## config.mk

```make
export PLATFORM = sky130hd
export DESIGN_NAME = wb_arbiter_2m
export DESIGN_NICKNAME = d
export VERILOG_FILES = /design/src/rtl/wb_arb_pkg.sv /design/src/rtl/wb_arb_rr.sv /design/src/rtl/wb_arbiter_2m.sv
export SDC_FILE = /design/constraint.sdc
export NUM_CORES = 1
export LEC_CHECK = 0
export ABC_AREA = 1
export BUFFER_PORTS_ARGS = -buffer_cell sky130_fd_sc_hd__buf_2
export CAP_MARGIN = 20
export CELL_PAD_IN_SITES_DETAIL_PLACEMENT = 1
export CELL_PAD_IN_SITES_GLOBAL_PLACEMENT = 1
export CORE_AREA = 2 2 125 127
export DETAILED_ROUTE_END_ITERATION = 8
export DIE_AREA = 0 0 127 129
export GPL_TIMING_DRIVEN = 0
export PLACE_DENSITY = 0.69
export SKIP_CTS_REPAIR_TIMING = 1
export SLEW_MARGIN = 20
export SYNTH_ARGS = -nofsm -noshare
export SYNTH_HDL_FRONTEND = slang
export SYNTH_SLANG_ARGS = --single-unit
```

## constraint.sdc

```tcl
create_clock -name clk_i -period 1.4 [get_ports clk_i]
set_clock_uncertainty 0.05 [all_clocks]
set_input_delay 0.42 -clock clk_i [delete_from_list [all_inputs] [get_ports clk_i]]
set_output_delay 0.42 -clock clk_i [all_outputs]
set_load 0.05 [all_outputs]
```

## src/rtl/wb_arb_pkg.sv

```systemverilog
// Shared definitions for the two-master Wishbone arbiter.
//   - Default address/data widths
//   - Master index constants
//   - Arbiter state encoding (Idle / Gnt0 / Gnt1)
package wb_arb_pkg;

  localparam int unsigned DefaultAw = 32;
  localparam int unsigned DefaultDw = 32;

  localparam logic Master0 = 1'b0;
  localparam logic Master1 = 1'b1;

  typedef enum logic [1:0] {
    StIdle = 2'd0,
    StGnt0 = 2'd1,
    StGnt1 = 2'd2
  } arb_state_e;

endpackage

```

## src/rtl/wb_arb_rr.sv

```systemverilog
// Round-robin grant state machine for the two-master Wishbone arbiter.
// Ports:
//   clk_i    system clock
//   rst_i    synchronous active-high reset
//   req_i    per-master request (master cyc lines)
//   abort_i  force the current grant back to idle (watchdog expiry)
//   gnt_o    one-hot current grant {gnt1, gnt0}
module wb_arb_rr
  import wb_arb_pkg::*;
(
  input  logic       clk_i,
  input  logic       rst_i,
  input  logic [1:0] req_i,
  input  logic       abort_i,
  output logic [1:0] gnt_o
);

  arb_state_e state_q, state_d;
  logic       last_q, last_d;

  always_ff @(posedge clk_i) begin
    if (rst_i) begin
      state_q <= StIdle;
      // Master 1 counts as last owner so master 0 wins the first contention.
      last_q  <= Master1;
    end else begin
      state_q <= state_d;
      last_q  <= last_d;
    end
  end

  always_comb begin
    state_d = state_q;
    last_d  = last_q;
    case (state_q)
      StIdle: begin
        if (req_i[0] && (!req_i[1] || (last_q == Master1))) begin
          state_d = StGnt0;
          last_d  = Master0;
        end else if (req_i[1]) begin
          state_d = StGnt1;
          last_d  = Master1;
        end
      end
      // Always pass through idle between owners so s_cyc_o drops.
      StGnt0: if (!req_i[0] || abort_i) state_d = StIdle;
      StGnt1: if (!req_i[1] || abort_i) state_d = StIdle;
      default: state_d = StIdle;
    endcase
  end

  always_comb begin
    gnt_o = {state_q == StGnt1, state_q == StGnt0};
  end

endmodule

```

## src/rtl/wb_arbiter_2m.sv

```systemverilog
// Two-master, one-slave Wishbone arbiter with round-robin grant held for the
// whole cyc bus cycle. The granted master's request is routed to the slave;
// slave read data is broadcast to both masters, ack only to the owner.
// Optional watchdog: define WB_ARB_TIMEOUT_EN to abort a grant whose slave
// stalls for TIMEOUT cycles (err pulse to the owner, cyc/stb dropped).
// Ports:
//   clk_i, rst_i              clock, synchronous active-high reset
//   m{0,1}_*                  Wishbone master-side ports (dat/adr/we/sel/cyc/stb in,
//                             dat/ack/err out)
//   s_*                       Wishbone slave-side port
//   gnt_o                     one-hot current grant {gnt1, gnt0}
module wb_arbiter_2m
  import wb_arb_pkg::*;
#(
  parameter int unsigned AW      = DefaultAw,
  parameter int unsigned DW      = DefaultDw,
  parameter int unsigned TIMEOUT = 255
) (
  input  logic            clk_i,
  input  logic            rst_i,

  input  logic [DW-1:0]   m0_dat_i,
  output logic [DW-1:0]   m0_dat_o,
  input  logic [AW-1:0]   m0_adr_i,
  input  logic            m0_we_i,
  input  logic [DW/8-1:0] m0_sel_i,
  input  logic            m0_cyc_i,
  input  logic            m0_stb_i,
  output logic            m0_ack_o,
  output logic            m0_err_o,

  input  logic [DW-1:0]   m1_dat_i,
  output logic [DW-1:0]   m1_dat_o,
  input  logic [AW-1:0]   m1_adr_i,
  input  logic            m1_we_i,
  input  logic [DW/8-1:0] m1_sel_i,
  input  logic            m1_cyc_i,
  input  logic            m1_stb_i,
  output logic            m1_ack_o,
  output logic            m1_err_o,

  output logic [DW-1:0]   s_dat_o,
  input  logic [DW-1:0]   s_dat_i,
  output logic [AW-1:0]   s_adr_o,
  output logic            s_we_o,
  output logic [DW/8-1:0] s_sel_o,
  output logic            s_cyc_o,
  output logic            s_stb_o,
  input  logic            s_ack_i,

  output logic [1:0]      gnt_o
);

  logic [1:0] gnt;
  logic       abort;

  wb_arb_rr u_rr (
    .clk_i   (clk_i),
    .rst_i   (rst_i),
    .req_i   ({m1_cyc_i, m0_cyc_i}),
    .abort_i (abort),
    .gnt_o   (gnt)
  );

`ifdef WB_ARB_TIMEOUT_EN
  localparam int unsigned CntW = (TIMEOUT > 255) ? $clog2(TIMEOUT + 1) : 8;

  logic [CntW-1:0] cnt_q, cnt_d;
  logic            in_gnt;

  assign in_gnt = |gnt;
  assign abort  = in_gnt && (cnt_q == CntW'(TIMEOUT));

  // Counts stalled strobe cycles; idle keeps it at zero so every grant starts fresh.
  always_comb begin
    cnt_d = cnt_q;
    if (!in_gnt || s_ack_i) begin
      cnt_d = '0;
    end else if (s_stb_o) begin
      cnt_d = cnt_q + CntW'(1);
    end
  end

  always_ff @(posedge clk_i) begin
    if (rst_i) begin
      cnt_q <= '0;
    end else begin
      cnt_q <= cnt_d;
    end
  end

  assign m0_err_o = abort & gnt[0];
  assign m1_err_o = abort & gnt[1];
`else
  logic unused_timeout;

  assign unused_timeout = ^TIMEOUT;
  assign abort          = 1'b0;
  assign m0_err_o       = 1'b0;
  assign m1_err_o       = 1'b0;
`endif

  always_comb begin
    s_dat_o = '0;
    s_adr_o = '0;
    s_we_o  = 1'b0;
    s_sel_o = '0;
    s_cyc_o = 1'b0;
    s_stb_o = 1'b0;
    if (gnt[0]) begin
      s_dat_o = m0_dat_i;
      s_adr_o = m0_adr_i;
      s_we_o  = m0_we_i;
      s_sel_o = m0_sel_i;
      s_cyc_o = m0_cyc_i & ~abort;
      s_stb_o = m0_stb_i & ~abort;
    end else if (gnt[1]) begin
      s_dat_o = m1_dat_i;
      s_adr_o = m1_adr_i;
      s_we_o  = m1_we_i;
      s_sel_o = m1_sel_i;
      s_cyc_o = m1_cyc_i & ~abort;
      s_stb_o = m1_stb_i & ~abort;
    end
  end

  assign m0_dat_o = s_dat_i;
  assign m1_dat_o = s_dat_i;
  assign m0_ack_o = s_ack_i & gnt[0] & ~abort;
  assign m1_ack_o = s_ack_i & gnt[1] & ~abort;
  assign gnt_o    = gnt;

endmodule

```

# After elaboration in Yosys (flattened, before gate mapping)
# Cells that the tools add are included.
dict set report classes {
  eq_ne 5
  muxes 19
  n_bitwise 2
  n_reduce_logical 7
}
# op count
set op_table {}
lappend op_table {{32-bit two-way mux} 4}
lappend op_table {{1-bit two-way mux} 8}
lappend op_table {{2-bit two-way mux} 4}
lappend op_table {{4-bit two-way mux} 2}
lappend op_table {{2-bit case mux with 3 select lines} 1}
lappend op_table {{2-bit != test, second input constant} 2}
lappend op_table {{3-bit by 2-bit != test with 1-bit output, second input constant} 1}
lappend op_table {{3-bit AND reduction} 1}
lappend op_table {{1-bit bitwise AND} 2}
lappend op_table {{2-bit by 1-bit equality test with 1-bit output, second input constant} 1}
lappend op_table {{2-bit equality test, second input constant} 1}
lappend op_table {{2-bit logical NOT} 1}
lappend op_table {{2-bit AND reduction} 1}
lappend op_table {{2-bit nonzero test} 1}
lappend op_table {{1-bit logical AND} 1}
lappend op_table {{1-bit logical NOT} 1}
lappend op_table {{1-bit logical OR} 1}
dict set report totals {
  regBits 3
  wordCells 35
}

# Longest topological paths before layout
dict set report depth {
  word_depth 5
  depth_mapped 5
  depth_no_buf 5
}

# Hierarchy
# Synthesis repeated with hierarchy kept, for this count alone.
dict set report hier_totals {
  hier_cells 329
  area_unflattened_um2 2224.6
}
# mod n_inst cells_per_inst area_per_inst_um2 seq_area_each_um2
set modules_own_cells {}
lappend modules_own_cells {wb_arbiter_2m 1 308 2080.7 0.0}
lappend modules_own_cells {wb_arb_rr 1 21 143.9 60.1}

# Worst setup path before layout
# No wires, ideal clock.
dict set report synth_path {
  path_type {register -> output}
  start {reg u_rr.state_q[0]}
  end {out m0_ack_o}
  t_arrival_ns 1.566
  required_time_ns 0.930
  path_slack_ns -0.636
  stages_incl_launch_ff 3
  n_path_buf 0
  cell_sequence {dfxtp_1 inv_2 nor3_1}
}
dict set report synth_between {
  elab_chain_cells 2
}
# element line_no
set synth_rtl {}
lappend synth_rtl {{from (decl)} wb_arb_rr.sv:18} ;# arb_state_e state_q, state_d;
lappend synth_rtl {{from (signal assigned)} wb_arb_rr.sv:23} ;# state_q <= StIdle;
lappend synth_rtl {{from (signal assigned)} wb_arb_rr.sv:27} ;# state_q <= state_d;
lappend synth_rtl {{2-bit by 1-bit equality test with 1-bit output} wb_arb_rr.sv:53} ;# gnt_o = {state_q == StGnt1, state_q == StGnt0};
lappend synth_rtl {{1-bit bitwise AND} wb_arbiter_2m.sv:129} ;# assign m0_ack_o = s_ack_i & gnt[0] & ~abort;
lappend synth_rtl {{to (decl)} wb_arbiter_2m.sv:29} ;# output logic m0_ack_o,
# No other way between the ends.

# Worst setup path in the final report
dict set report layout_path {
  start {reg u_rr.state_q[1]}
  end {out s_adr_o[30]}
}
dict set report layout_between {
  elab_chain_cells 3
  word_cells_on_any_way 4
}
# element line_no
set layout_rtl {}
lappend layout_rtl {{2-bit equality test} wb_arb_rr.sv:53}
lappend layout_rtl {{32-bit two-way mux} wb_arbiter_2m.sv:117} ;# end else if (gnt[1]) begin
lappend layout_rtl {{32-bit two-way mux (*)} wb_arbiter_2m.sv:110} ;# if (gnt[0]) begin
lappend layout_rtl {{to (decl)} wb_arbiter_2m.sv:44} ;# output logic [AW-1:0] s_adr_o,
# Mark *: on every way between the ends. The rest lies on a longest branch, timed or not.

==> results.py <==
metrics = {
    "layout": {
        "layout.cells.non_filler": 805,
        "seqCellArea_um2": 67.6,
        "n_antenna_cell": 0,
        "fin_nets": 795,
        "n_fill_cell": 1855,
        "post-route-cell-area_mm2": 0.00530,
        "multi_input_area_mm2": 0.00186,
        "final_util_pct": 35.4,
        "area_growth_pct": 246,
        "drive_gt1_share_pct": 82.8,
    },
    "cts": {
        "ctsLongestPathBuffers": 2,
        "h-tree-depth": 1,
        "cts_tree": "yes",
        "clockRootBuffer": "clkbuf_16",
        "cts_buffers": 3,
        "clkTransAtPathRegs_ns": 0.03,
        "clock-sinks": 3,
        "insertion_delay_ns": 0.22,
    },
    "sta": {
        "layout_min_cycle_time_ns": 1.91,
        "tns_ns": -33.87,
        "rsz0062_at_grt": "yes",
        "fmax_ghz": 0.524,
        "layout_setup_ws_ns": -0.508,
        "maxSlewViolCount": 0,
        "setup_viol": 75,
        "hold_viol": 0,
        "fin_crit_sh_pct": 136,
    },
    "worst_hold_path": {
        "hold_class": "input pin to register",
        "whs_path_depth": 2,
    },
    "critical_path": {
        "worstSetupPathType": "register to output port",
        "endpoint_kind": "output port",
        "ff2ff_path_depth": 5,
        "regToRegEndpoint": "u_rr.state_q[1]",
        "cp-endpoint": "s_adr_o[30]",
        "rrSetupSlack_ns": 0.28,
        "path_max_fanout": 7,
        "crit-reg2reg-launch": "u_rr.state_q[1]",
        "cp.arrival_ns": 1.44,
        "cpMaxStageDelayCell": "dfxtp_4",
        "cp-startpoint": "u_rr.state_q[1]",
        "crit_path_frequent_cell": "nand2_8",
        "crit_path_start_kind": "register",
        "slowest_delay_ns": 0.38,
        "worstPathCellList": "inv_4 -> nor2_4 -> buf_12 -> clkbuf_16 -> nand2_8 -> nand2_8 -> buf_8",
        "required_ns": 0.93,
    },
    "global_routing": {
        "track_usage_pct": 10.2,
        "first_global_vias": 3015,
        "grt_max_degree": 11,
        "grt-ovfl-total": 0,
        "grt_pass1_wl_um": 13900,
        "antenna_found_initial": 0,
    },
    "outcome": {
        "violations": "negative setup slack",
        "outcome": "finished with violations",
    },
    "floorplan": {
        "start_util_pct": 10.2,
        "pin_count": 318,
        "core_area_mm2": 0.0150,
        "die_area_mm2": 0.0164,
        "die_h_um": 129,
        "fp-row-count": 45,
        "die_w_um": 127,
    },
    "drt": {
        "drc": 0,
        "vias": 3024,
        "wl_um": 10600,
        "dr.pass1.iters": 4,
        "wl_per_cell_um": 13.1,
        "viasPerCell": 3.76,
        "antenna_left": 0,
        "drtIter0Drc": 31,
    },
    "synthesis": {
        "async_reset_ff_share_pct": 0,
        "synthCells": 317,
        "avgSynthCellArea_um2": 4.83,
        "netlist_top_cells_area": "nand2_1 53%, buf_4 32%, buf_2 4.6%, dfxtp_1 3.9%, nor2_4 1.5%",
        "yosysTopAreaCell": "nand2_1",
        "netlist_area_mm2": 0.00153,
        "ys_warn_count": 0,
        "yosys.cell_types.count": 14,
        "synth.yosys.seq_area_share_pct": 3.92,
        "synth_top_area_share_pct": 53.2,
        "synth-main-ff-cell": "dfxtp_1",
        "synth_edf_count": 0,
        "ys_seq_elements": 3,
    },
    "placement": {
        "dp_hpwl_um": 8490,
        "port_buffers": 283,
        "gp_congestion": 0.718,
        "dp.cells": 789,
        "dpl-instance-area_mm2": 0.00407,
    },
    "job": {
        "drv_cap": 0,
    },
    "power": {
        "ir_worst_vdd_mv": 0.269,
        "power.density_mw_per_mm2": 740,
        "power.leakage_nw": 2.78,
    },
}
-- synthesized netlist by cell type (2+ instances only) --
library cell	number
nand2_1	217
buf_4	66
buf_2	14
dfxtp_1	3
nor2_1	3
a21oi_1	2
inv_1	2
inv_2	2
nor2_4	2
nor3_1	2
-- flip-flops by register name, summed over array words and instances (netlist names) --
signal,count
u_rr.state_q,2
u_rr.last_q,1
-- worst max-delay path: cells and delay by family, from the launching register on --
kind | cells | cell delay, ns
buffers and inverters | 4 | 0.55
AND/OR/NAND/NOR | 3 | 0.29
flip-flops | 1 | 0.38
-- worst min path at each step --
stage          slack (ns)               to         from
5_1_grt              0.34  u_rr.state_q[0]        rst_i
6_report             0.33  u_rr.state_q[0]        rst_i
2_1_floorplan        0.41      u_rr.last_q  u_rr.last_q
4_1_cts              0.33  u_rr.state_q[0]        rst_i
3_5_place_dp         0.46      u_rr.last_q  u_rr.last_q
3_3_place_gp         0.44      u_rr.last_q  u_rr.last_q
-- layout by cell type, fill, tap and decap left out, drive strengths merged --
cell type / count
conb: 2
inv: 4
nand2: 217
nor3: 2
a21oi: 2
clkbuf: 8
nor2: 5
nand3b: 1
nand3: 1
o21ai: 1
dfxtp: 3
buf: 371
-- where the power goes --
part / leakage (nW) / switching (mW) / internal (mW)
Clock: 0.0382 / 0.0747 / 0.376
Combinational: 2.71 / 2.01 / 1.35
Sequential: 0.0262 / 0.0136 / 0.0964
Total: 2.78 / 2.10 / 1.83
-- area by class of cell --
class | count | area share (%)
timing repair buffer | 295 | 43.8
multi-input combinational | 231 | 35.1
buffer | 80 | 13.6
tap | 188 | 4.44
clock buffer | 4 | 1.49
sequential | 3 | 1.27
inverter | 4 | 0.378
-- cell families after synthesis --
group	Yosys count	share of synthesized area [%]
AOI/OAI and AO/OA	3	0.981
buffers and inverters	84	37.9
DFF	3	3.92
other	1	0.245
and+or+nand+nor	226	56.9
-- layer usage --
layer	GRT usage [%]	up-vias	share of wire, %
met3	1.70	4	7.3
li1	-	1479	-
met1	11.5	1389	34
met5	0	-	0
met4	1.81	0	0.56
met2	20.3	152	58
-- stage by stage --
| stage | hold WS, ns | setup WS [ns] | power [mW] |
|---|---|---|---|
| after floorplan | 0.411 | -0.212 | 2.10 |
| after CTS | 0.328 | -0.902 | 3.18 |
| final | 0.329 | -0.508 | 3.92 |
| after global placement | 0.441 | -0.670 | 2.70 |
| after global routing | 0.344 | -0.560 | 4.09 |
| after detailed placement | 0.455 | -0.664 | 2.72 |
Note: power is estimated with default switching activity, not from simulation.
